## config.mk

```make
export PLATFORM = sky130hd
export DESIGN_NAME = serial_adder_flat
export DESIGN_NICKNAME = d
export VERILOG_FILES = /design/src/rtl/serial_adder_if.sv /design/src/rtl/serial_adder.sv /design/src/flat_wrapper.sv
export SDC_FILE = /design/constraint.sdc
export NUM_CORES = 1
export LEC_CHECK = 0
export BUFFER_PORTS_ARGS = -buffer_cell sky130_fd_sc_hd__buf_4
export CORE_ASPECT_RATIO = 1.1
export CORE_UTILIZATION = 43
export CTS_CLUSTER_DIAMETER = 50
export DETAILED_ROUTE_END_ITERATION = 16
export PLACE_DENSITY_LB_ADDON = 0.12
export SLEW_MARGIN = 10
export SYNTH_ARGS = -nofsm -noshare
export SYNTH_HDL_FRONTEND = slang
export SYNTH_SLANG_ARGS = --single-unit
```

## constraint.sdc

```tcl
create_clock -name clk -period 3.35 [get_ports clk]
set_input_delay 0 -clock clk [delete_from_list [all_inputs] [get_ports clk]]
set_output_delay 0 -clock clk [all_outputs]
set_load 0.005 [all_outputs]
```

## src/rtl/serial_adder_if.sv

```systemverilog
// Start/done handshake bundle for the bit-serial adder.
// Carries the ovf flag only when SERIAL_ADDER_OVF_EN is defined.
interface serial_adder_if #(
    parameter int WIDTH = 8
);
    logic             start;
    logic [WIDTH-1:0] a;
    logic [WIDTH-1:0] b;
    logic             cin;
    logic             busy;
    logic             done;
    logic [WIDTH-1:0] sum;
    logic             cout;
`ifdef SERIAL_ADDER_OVF_EN
    logic             ovf;
`endif

    modport master (
        output start, a, b, cin,
        input  busy, done, sum, cout
`ifdef SERIAL_ADDER_OVF_EN
        , input ovf
`endif
    );

    modport slave (
        input  start, a, b, cin,
        output busy, done, sum, cout
`ifdef SERIAL_ADDER_OVF_EN
        , output ovf
`endif
    );
endinterface

```

## src/rtl/serial_adder.sv

```systemverilog
// Bit-serial WIDTH-bit adder: two half adders + OR form a full adder, LSB first.
// Optional signed-overflow output enabled by defining SERIAL_ADDER_OVF_EN.
module serial_adder #(
    parameter int WIDTH = 8
) (
    input logic           clk,
    input logic           rst_n,
    serial_adder_if.slave bus
);
    localparam int CNT_W = $clog2(WIDTH);

    typedef enum logic [1:0] {
        IDLE  = 2'd0,
        SHIFT = 2'd1,
        DONE  = 2'd2
    } state_e;

    state_e             state_q, state_d;
    logic [WIDTH-1:0]   a_sh_q, a_sh_d;
    logic [WIDTH-1:0]   b_sh_q, b_sh_d;
    logic [WIDTH-1:0]   sum_q, sum_d;
    logic [CNT_W-1:0]   cnt_q, cnt_d;
    logic               carry_q, carry_d;
    logic               cout_q, cout_d;
`ifdef SERIAL_ADDER_OVF_EN
    logic               ovf_q, ovf_d;
`endif

    logic s1, c1, s2, c2, carry_nxt;

    halfadder u_ha1 (.a(a_sh_q[0]), .b(b_sh_q[0]), .s(s1), .c(c1));
    halfadder u_ha2 (.a(s1),        .b(carry_q),   .s(s2), .c(c2));

    assign carry_nxt = c1 | c2;

    // NOTE: every always_comb output gets a default first, so no path leaves one unassigned (no latch).
    always_comb begin
        state_d = state_q;
        a_sh_d  = a_sh_q;
        b_sh_d  = b_sh_q;
        sum_d   = sum_q;
        cnt_d   = cnt_q;
        carry_d = carry_q;
        cout_d  = cout_q;
`ifdef SERIAL_ADDER_OVF_EN
        ovf_d   = ovf_q;
`endif
        case (state_q)
            IDLE: begin
                if (bus.start) begin
                    a_sh_d  = bus.a;
                    b_sh_d  = bus.b;
                    carry_d = bus.cin;
                    cnt_d   = '0;
                    state_d = SHIFT;
                end
            end
            SHIFT: begin
                a_sh_d  = a_sh_q >> 1;
                b_sh_d  = b_sh_q >> 1;
                sum_d   = {s2, sum_q[WIDTH-1:1]};
                carry_d = carry_nxt;
                cnt_d   = cnt_q + CNT_W'(1);
                if (cnt_q == CNT_W'(WIDTH - 1)) begin
                    cout_d  = carry_nxt;
`ifdef SERIAL_ADDER_OVF_EN
                    // On the last bit carry_q is the carry into the MSB.
                    ovf_d   = carry_q ^ carry_nxt;
`endif
                    state_d = DONE;
                end
            end
            DONE:    state_d = IDLE;
            default: state_d = IDLE;
        endcase
    end

    // NOTE: sequential state uses non-blocking assignments so all flops update together at the edge.
    always_ff @(posedge clk) begin
        if (!rst_n) begin
            state_q <= IDLE;
            a_sh_q  <= '0;
            b_sh_q  <= '0;
            sum_q   <= '0;
            cnt_q   <= '0;
            carry_q <= 1'b0;
            cout_q  <= 1'b0;
`ifdef SERIAL_ADDER_OVF_EN
            ovf_q   <= 1'b0;
`endif
        end else begin
            state_q <= state_d;
            a_sh_q  <= a_sh_d;
            b_sh_q  <= b_sh_d;
            sum_q   <= sum_d;
            cnt_q   <= cnt_d;
            carry_q <= carry_d;
            cout_q  <= cout_d;
`ifdef SERIAL_ADDER_OVF_EN
            ovf_q   <= ovf_d;
`endif
        end
    end

    assign bus.busy = (state_q == SHIFT);
    assign bus.done = (state_q == DONE);
    assign bus.sum  = sum_q;
    assign bus.cout = cout_q;
`ifdef SERIAL_ADDER_OVF_EN
    assign bus.ovf  = ovf_q;
`endif
endmodule

module halfadder (
    input  logic a,
    input  logic b,
    output logic s,
    output logic c
);
    assign s = a ^ b;
    assign c = a & b;
endmodule

```

## src/flat_wrapper.sv

```systemverilog
// flat-port wrapper written by rule: the top's interface ports become plain ports
module serial_adder_flat 
#(
    parameter int WIDTH = 8
)
  (clk, rst_n, bus_start, bus_a, bus_b, bus_cin, bus_busy, bus_done, bus_sum, bus_cout);
  serial_adder_if #(.WIDTH(WIDTH)) bus_i ();
  input logic clk;
  input logic rst_n;
  input wire logic [$bits(bus_i.start)-1:0] bus_start;
  input wire logic [$bits(bus_i.a)-1:0] bus_a;
  input wire logic [$bits(bus_i.b)-1:0] bus_b;
  input wire logic [$bits(bus_i.cin)-1:0] bus_cin;
  output wire logic [$bits(bus_i.busy)-1:0] bus_busy;
  output wire logic [$bits(bus_i.done)-1:0] bus_done;
  output wire logic [$bits(bus_i.sum)-1:0] bus_sum;
  output wire logic [$bits(bus_i.cout)-1:0] bus_cout;
  assign bus_i.start = bus_start;
  assign bus_i.a = bus_a;
  assign bus_i.b = bus_b;
  assign bus_i.cin = bus_cin;
  assign bus_busy = bus_i.busy;
  assign bus_done = bus_i.done;
  assign bus_sum = bus_i.sum;
  assign bus_cout = bus_i.cout;
  serial_adder #(.WIDTH(WIDTH)) u_core (.clk(clk), .rst_n(rst_n), .bus(bus_i));
endmodule
```

==> results.txt <==
RSZ-0062 raised after global routing - no
# setup viols final - 0
CTS H-tree depth - 2
CP Max Fanout - 14
PwrDens - 401.6 mW/mm^2
HP Class - primary input to flop
die area - 0.003341 mm^2
GR Util met2 - 32.19%
PnR Total Power - 0.7276 mW
flops & latches, synth - 31
Net count, final - 210
CP arrival - 1.98 ns
DRC viols - 0
Worst Max-Slew Pin Slew - 0.7905 ns
worst setup path category - flop to primary output
WL final - 2831 um
CTS tree - yes
Synth Warn # - 0
syn_area_per_cell - 9.495 um^2
DRT antenna net count - 0
Initial Util - 46.93%
Final Util - 63.51%
multi-input logic area - 663.1 um^2
Area growth, synth to finish - 35.33%
Vias - 1177
first-pass GRT wire length - 4871 um
num rows - 20
clock sink total - 31
GRT busiest layer - met2
Initial DRT Pass Iterations - 4
vias in the first global route - 1132
Die Wd - 55.20 um
synthesized area - 0.001339 mm^2
Worst R2R Setup Slack - 1.49 ns
Syn Inst Count - 141
Reg area - 620.6 um^2
Worst EP required - 3.35 ns
met3 usage - 6.610%
GPL Wtd Cong - 0.6899
Fin. Hold Viols - 0
GRT Residual Overflow - 0
ant diodes - 0
Worst slew margin - 47.23%
most frequent cells in the layout - buf_4, dfxtp_1, dlygate4sd3_1
Clock Latency Late Sink - 0.34 ns
Final Slew Violations - 0
worst vdd ir - 0.3219 mV
Buffers on Ports - 30
Die H - 60.52 um
Critical Path Sink Type - primary output
Startpoint Class - flop
clock root cell - clkbuf_4
Clock transition at path regs - 0.10 ns
MaxCap Viol Count - 0
setup tns final - 0 ns
syn_nets - 164
pin count of the biggest net entering global routing - 35
Synth cell types - 23
postcts setup bufs - 0
fraction of layout instances using a drive strength above 1 - 21.93%
initial antenna violation count - 0
routed len/inst - 12.87 um
Max Freq - 504.8 MHz
Period Utilization, post-route - 59.13%
Worst Skew - 0.01006 ns
Ports - 31
Seq/Total Area, Yosys - 46.36%
LEAKAGE - 0.7208 nW
hpwl dp - 1738 um
Min Clock Period, post-route - 1.981 ns
grt met1 use - 22.32%
initial DRC count - 28
status - completed
TritonCTS Buffers - 5
routed vias/inst - 5.350
Core Box Area - 0.002853 mm^2
# fillers - 251
clk buf depth - 2
Total GRT Usage - 19.05%
[Yosys cell counts]
master	instances	area [um^2]
a21boi_0	11	82.58
a21oi_1	1	5.000
and3_1	1	6.260
buf_2	5	25.02
clkbuf_1	6	22.52
dfxtp_1	31	620.6
fa_1	1	20.02
ha_1	2	25.02
inv_1	1	3.750
inv_2	1	3.750
mux2i_1	16	160.2
nand2_1	18	67.56
nand2b_1	1	6.260
nand3_1	3	15.01
nand4bb_1	2	22.52
nor2_1	1	3.750
nor2_2	1	6.260
nor2b_1	1	6.260
nor3b_1	1	7.510
o211ai_1	15	112.6
o21ai_0	11	55.05
o21ai_1	10	50.05
or3b_4	1	11.26
[power by group]
group | leakage, nW | total (mW) | internal, mW | switching, mW
registers | 0.253 | 0.400 | 0.387 | 0.0132
clock network | 0.0341 | 0.228 | 0.0971 | 0.130
logic | 0.433 | 0.0999 | 0.0562 | 0.0437
[logic make-up after synthesis]
group | Yosys count | synth area share [%]
AO/OA/AOI/OAI | 48 | 22.80
adder cells (fa/ha/maj) | 3 | 3.364
flip-flops | 31 | 46.36
multiplexers | 16 | 11.96
AND/OR/NAND/NOR | 30 | 11.40
buffers and inverters | 13 | 4.111
[registers in the layout, indices dropped and copies added (netlist names)]
name             flops
u_core.cnt_q         3
u_core.b_sh_q        8
u_core.carry_q       1
u_core.bus.sum       8
u_core.a_sh_q        8
u_core.state_q       2
u_core.bus.cout      1
[per-stage QoR]
step / cell area (um^2) / setup slack, ns / std cells / hold slack, ns
2_1_floorplan: 1339 / 2.121 / 141 / 0.1469
3_3_place_gp: 1565 / 1.613 / 194 / 0.2607
3_5_place_dp: 1565 / 1.549 / 194 / 0.2750
4_1_cts: 1812 / 1.328 / 220 / 0.01475
5_1_grt: 1812 / 1.189 / 220 / 0.02182
6_report: 1812 / 1.369 / 220 / 0.01735
[metal layers]
layer | vias up | wire length [um]
met5 | - | 0
met4 | 0 | 51
met3 | 5 | 121
met2 | 26 | 1278
met1 | 542 | 1379
li1 | 604 | -
[cell type report]
class | instances | share of cell area [%]
Clock buffer | 6 | 2.831
Clock inverter | 1 | 0.2762
Inverter | 2 | 0.4144
Multi-Input combinational cell | 97 | 36.60
Sequential cell | 31 | 34.25
Tap cell | 33 | 2.279
Timing Repair Buffer | 50 | 23.34
[critical path, cell delays in order, from the launching register on]
cell      delay [ns]
dfxtp_1         0.64
buf_4           0.32
nand2b_1        0.25
inv_2           0.27
buf_4           0.16
[worst paths after layout]
kind / startpoint / endpoint / cells past startpoint
hold reg to reg: u_core.cnt_q[0] / u_core.cnt_q[0] / 1
hold / removal: bus_start / u_core.state_q[0] / 3
setup / recovery: u_core.state_q[0] / bus_busy / 4
setup reg to reg: u_core.state_q[0] / u_core.a_sh_q[7] / 4
[timing repair]
item / in CTS / in global routing
hold buffers: 19 / 0
endpoints found under the hold margin: 17 / 0
resized for setup: 0 / 0
Power figures use the tool's default switching activity.
